**src/rtl/uart_tx_sched.sv**
```systemverilog
// Round-robin shared UART transmitter: two byte requesters, one txd line, clock-enable baud timing.
// Define PARITY_EN to append an even-parity bit after the data bits.
module uart_tx_sched #(
    parameter int BAUD_RATE = 9600,
    parameter int FREQ_SYS  = 125000000,
    parameter int DATA_W    = 8
) (
    input  logic              clkSys,
    input  logic              rst_n,
    input  logic              req0,
    input  logic [DATA_W-1:0] data0,
    input  logic              req1,
    input  logic [DATA_W-1:0] data1,
    output logic              gnt0,
    output logic              gnt1,
    output logic              busy,
    output logic              done,
    output logic              txd
);

    localparam int PERIOD = FREQ_SYS / BAUD_RATE;
    localparam int CNT_W  = (PERIOD > 1) ? $clog2(PERIOD) : 1;
    localparam int IDX_W  = (DATA_W > 1) ? $clog2(DATA_W) : 1;

    localparam logic [CNT_W-1:0] CNT_LAST = CNT_W'(PERIOD - 1);
    localparam logic [CNT_W-1:0] CNT_PRE  = CNT_W'(PERIOD - 2);
    localparam logic [IDX_W-1:0] IDX_LAST = IDX_W'(DATA_W - 1);

    typedef enum logic [2:0] {
        StIdle,
        StStart,
        StData,
`ifdef PARITY_EN
        StParity,
`endif
        StStop
    } state_t;

    state_t            state;
    logic [CNT_W-1:0]  cnt;
    logic [IDX_W-1:0]  bitIdx;
    logic [DATA_W-1:0] shiftReg;
    logic              lastServed;
`ifdef PARITY_EN
    logic              parityBit;
`endif

    logic              pick1;
    logic [DATA_W-1:0] winData;
    logic              bitEnd;

    // On a tie, requester 1 wins only if requester 0 was served last.
    assign pick1   = req1 & (~req0 | ~lastServed);
    assign winData = pick1 ? data1 : data0;
    assign bitEnd  = (cnt == CNT_LAST);

    always_ff @(posedge clkSys or negedge rst_n) begin
        if (!rst_n) begin
            state      <= StIdle;
            cnt        <= '0;
            bitIdx     <= '0;
            shiftReg   <= '0;
            lastServed <= 1'b1;
            txd        <= 1'b1;
            busy       <= 1'b0;
            gnt0       <= 1'b0;
            gnt1       <= 1'b0;
            done       <= 1'b0;
`ifdef PARITY_EN
            parityBit  <= 1'b0;
`endif
        end else begin
            gnt0 <= 1'b0;
            gnt1 <= 1'b0;
            done <= 1'b0;
            if (state != StIdle) begin
                cnt <= bitEnd ? '0 : cnt + CNT_W'(1);
            end

            case (state)
                StIdle: begin
                    if (req0 | req1) begin
                        state      <= StStart;
                        txd        <= 1'b0;
                        busy       <= 1'b1;
                        cnt        <= '0;
                        shiftReg   <= winData;
                        lastServed <= pick1;
                        gnt0       <= ~pick1;
                        gnt1       <= pick1;
`ifdef PARITY_EN
                        parityBit  <= ^winData;
`endif
                    end
                end
                StStart: begin
                    if (bitEnd) begin
                        state    <= StData;
                        txd      <= shiftReg[0];
                        shiftReg <= shiftReg >> 1;
                        bitIdx   <= '0;
                    end
                end
                StData: begin
                    if (bitEnd) begin
                        if (bitIdx == IDX_LAST) begin
`ifdef PARITY_EN
                            state <= StParity;
                            txd   <= parityBit;
`else
                            state <= StStop;
                            txd   <= 1'b1;
`endif
                        end else begin
                            txd      <= shiftReg[0];
                            shiftReg <= shiftReg >> 1;
                            bitIdx   <= bitIdx + IDX_W'(1);
                        end
                    end
                end
`ifdef PARITY_EN
                StParity: begin
                    if (bitEnd) begin
                        state <= StStop;
                        txd   <= 1'b1;
                    end
                end
`endif
                StStop: begin
                    // Registered done must rise one cycle early to land on the final stop cycle.
                    if (cnt == CNT_PRE) begin
                        done <= 1'b1;
                    end
                    if (bitEnd) begin
                        state <= StIdle;
                        busy  <= 1'b0;
                    end
                end
                default: begin
                    state <= StIdle;
                    txd   <= 1'b1;
                    busy  <= 1'b0;
                end
            endcase
        end
    end

endmodule

```
**config.mk**
```make
export PLATFORM = sky130hd
export DESIGN_NAME = uart_tx_sched
export DESIGN_NICKNAME = d
export VERILOG_FILES = /design/src/rtl/uart_tx_sched.sv
export SDC_FILE = /design/constraint.sdc
export NUM_CORES = 1
export LEC_CHECK = 0
export CAP_MARGIN = 20
export CORE_MARGIN = 2
export CORE_UTILIZATION = 55
export CTS_CLUSTER_DIAMETER = 50
export DETAILED_ROUTE_END_ITERATION = 10
export PLACE_DENSITY_LB_ADDON = 0.05
export SLEW_MARGIN = 5
export SYNTH_ARGS = -nofsm -noshare
export SYNTH_HDL_FRONTEND = slang
export SYNTH_SLANG_ARGS = --single-unit
export TNS_END_PERCENT = 30
```
**constraint.sdc**
```tcl
create_clock -name clkSys -period 2.56 [get_ports clkSys]
set_input_delay 0.512 -clock clkSys [delete_from_list [all_inputs] [get_ports clkSys]]
set_output_delay 0.512 -clock clkSys [all_outputs]
set_load 0.01 [all_outputs]
```
==> metrics.md <==
| Metric | Value |
|---|---|
| Status | finished, final reports clean |
| Clock power frac | between 10% and 20% |
| MaxCap Viol Count | 0 |
| Post-synth top cells | dfrtp_1, nand2_1, o21ai_0, mux2_2, nor2_1 |
| Total die area | 0.00403 mm² |
| Final Skew | 15.8 ps |
| Setup-failing EPs final | 0 |
| Fraction of registers with async set or reset after synthesis | 100% |
| Hpwl dp | 2840 µm |
| Fin crit share | between 80 and 90% |
| Clock tree sinks | 33 |
| Post-route cell area | roughly 0.0023 mm² |
| TritonCTS clock tree | built |
| Post-synthesis cell type count | 49 |
| Mapped Nets | 228 |
| Main synth FF type | dfrtp_1 |
| Net total in the final layout | 255 |
| Worst Setup Slack post-DPL | 327 ps |
| Drc violations | 0 |
| Initial antenna violation count | 0 |
| Htree depth | 2 |
| Die height | 63.5 µm |
| Leak | roughly 1.0 nW |
| Seq/Total Area, Yosys | 42.5% |
| Fin. max-slew vios | 0 |
| CP Launch Type | register |
| Seq pwr share | 38.0% |
| Post-route ant nets | 0 |
| Postcts setup bufs | 0 |
| Total number of vias | 1579 |
| Top-area cell type share of the netlist area | between 30% and 40% |
| Total track usage | a little over a fifth |
| Power density cells | 915 mW/mm² |
| WP data required | 2770 ps |
| Worst Path Arrival | 2440 ps |
| Cell taking the most area after synthesis | dfrtp_1 |
| Min setup slack post-route | 325 ps |
| Comb pwr share | 47.7% |
| Starting Density | 57.9% |
| Crit-path max cell delay | approximately 600 ps |
| Vias in the first global route | 1550 |
| Clock Tree Buf Depth | 2 |
| Global-route wire length before repair | 6850 µm |
| Post-DP Area | ~0.0022 mm² |
| Grt total ovfl | 0 |
| Vias per cell | roughly 5.8 |
| Post-synth EDFFs | 0 |
| Kind of critical path | register to register |
| Initial DRC Count | 136 |
| Int Pwr | 1.32 mW |
| Power, Total | roughly 2.1 mW |
| Critical Path Sink Type | register |
| RSZ-0062 raised after global routing | no |
| CTS root buf | clkbuf_4 |
| Largest net degree at the start of global routing | 34 |
| Pre-antenna DRT Iters | 4 |
| Hold WC Path Type | register to register |
| CTS resizes | 0 |
| Io pins | 25 |
| FF+latch count, synth | 33 |
| TritonCTS Buffers | 5 |
| Mean post-synth cell area | 9.79 µm² |
| Clk slew on worst S/H paths | roughly 110 ps |
| Cts hold-fix bufs | 0 |
| Core Rows | 21 |
| Layout cells sized above 1 | 12.8% |
| RD Place Congestion | about 0.87 |
| Hold Violations, Final | 0 |
| Most common cell in the netlist | dfrtp_1 |
| Drt total wl | slightly below 4000 µm |
| Die Wd | 63.5 µm |
| Worst-margin pin slew | 492 ps |
| Synth Warn # | 0 |
| VDD IR-drop max | 0.511 mV |
| Mapped Cells | 199 |
| Post-Route Setup TNS | 0 ps |
| Top post-synthesis cells by area | dfrtp_1, ha_1, mux2_2, o21ai_0, nand2_1 |
| CP max FO | 8 |
| Diode count | 0 |
| Area Growth Syn to Fin | 18.2% |
| Post-Syn Area | 0.00195 mm² |
| Worst skew pair latency | approximately 330 ps |
| Critical path cell sequence | or4bb_1 > nor4_4 > o211a_1 > mux2_2 |
| Sw Share | 37.5% |
| Core area | 0.00336 mm² |
| Post-layout util | 68.5% |
| Slowest-stage cell, CP | or4bb_1 |
| Routed wire per std cell | 14.2 µm |
| Min Clock Period, post-route | 2230 ps |
| Max Fclk | approximately 450 MHz |
| Slew headroom | between 60 and 70% |
| Sw power | roughly 0.8 mW |
| # port buffers | 24 |
## path summary, 6_finish.rpt
path,end,slack [ps],depth (start not counted),startpoint
max,shiftReg[4],330,4,cnt[5]
min,shiftReg[0],520,1,shiftReg[0]
max reg2reg,shiftReg[4],330,4,cnt[5]
min reg2reg,shiftReg[0],520,1,shiftReg[0]
max in group asynchronous,txd,1640,2,rst_n
min in group asynchronous,done,580,2,rst_n
## flip-flops by register name, summed over array words and instances, names as in the netlist
name	count
done	1
busy	1
lastServed	1
txd	1
bitIdx	3
state	2
gnt1	1
cnt	14
gnt0	1
shiftReg	8
## cells by family after synthesis
group           Yosys count  share of synthesized area, %
xor+xnor                  2                         0.899
buf+inv                  18                          3.92
fa+ha+maj                 9                          5.78
compound gates           47                          16.5
mux                      18                          9.89
flops                    33                          42.5
simple gates             72                          20.5
## power groups by stage
stage                     clock [mW]  combinational (mW)  sequential (mW)
final                          0.302                1.01            0.801
after global routing           0.338                1.12            0.823
after CTS                      0.315                1.01            0.800
after detailed placement           0                1.01            0.809
after global placement             0               0.962            0.796
after floorplan                    0               0.766            0.789
## layout make-up
class | count | area, µm²
clock buffers | 8 | 58.8
flip-flops and latches | 33 | 828
fillers | 283 | 1060
well taps | 46 | 57.6
repair buffers | 30 | 285
multi-input cells | 148 | 1040
inverters | 8 | 30.0
## critical path: cells and delay by family (launching register included)
kind,cells,cell delay [ps]
AO/OA/AOI/OAI,1,400
flip-flops,1,450
multiplexers,1,380
AND/OR/NAND/NOR,2,880
## stage by stage
step,cells,hold slack (ps)
after global routing,273,537
after CTS,273,518
after global placement,265,489
final,273,516
after detailed placement,265,496
after floorplan,199,216
## cell usage in the layout, fill, tap and decap left out, types with 5 or more instances in the layout
master	Yosys	routed
nor2_1	10	10
buf_4	2	6
clkbuf_4	0	5
clkdlybuf4s50_1	0	24
nand4_1	5	5
dfrtp_1	31	31
nand2_1	22	22
mux2_2	10	10
ha_1	9	9
nor3_1	6	6
inv_1	8	8
mux2i_1	8	8
o21ai_0	17	17
## per-layer routing
metal / up-vias / wire length, µm / global-route usage [%]
met5: - / 0 / 0
met4: 0 / 31 / 6.52
met2: 35 / 1930 / 36.3
met3: 4 / 189 / 5.54
met1: 753 / 1740 / 26.7
li1: 787 / - / -
Power figures use the tool's default switching activity.
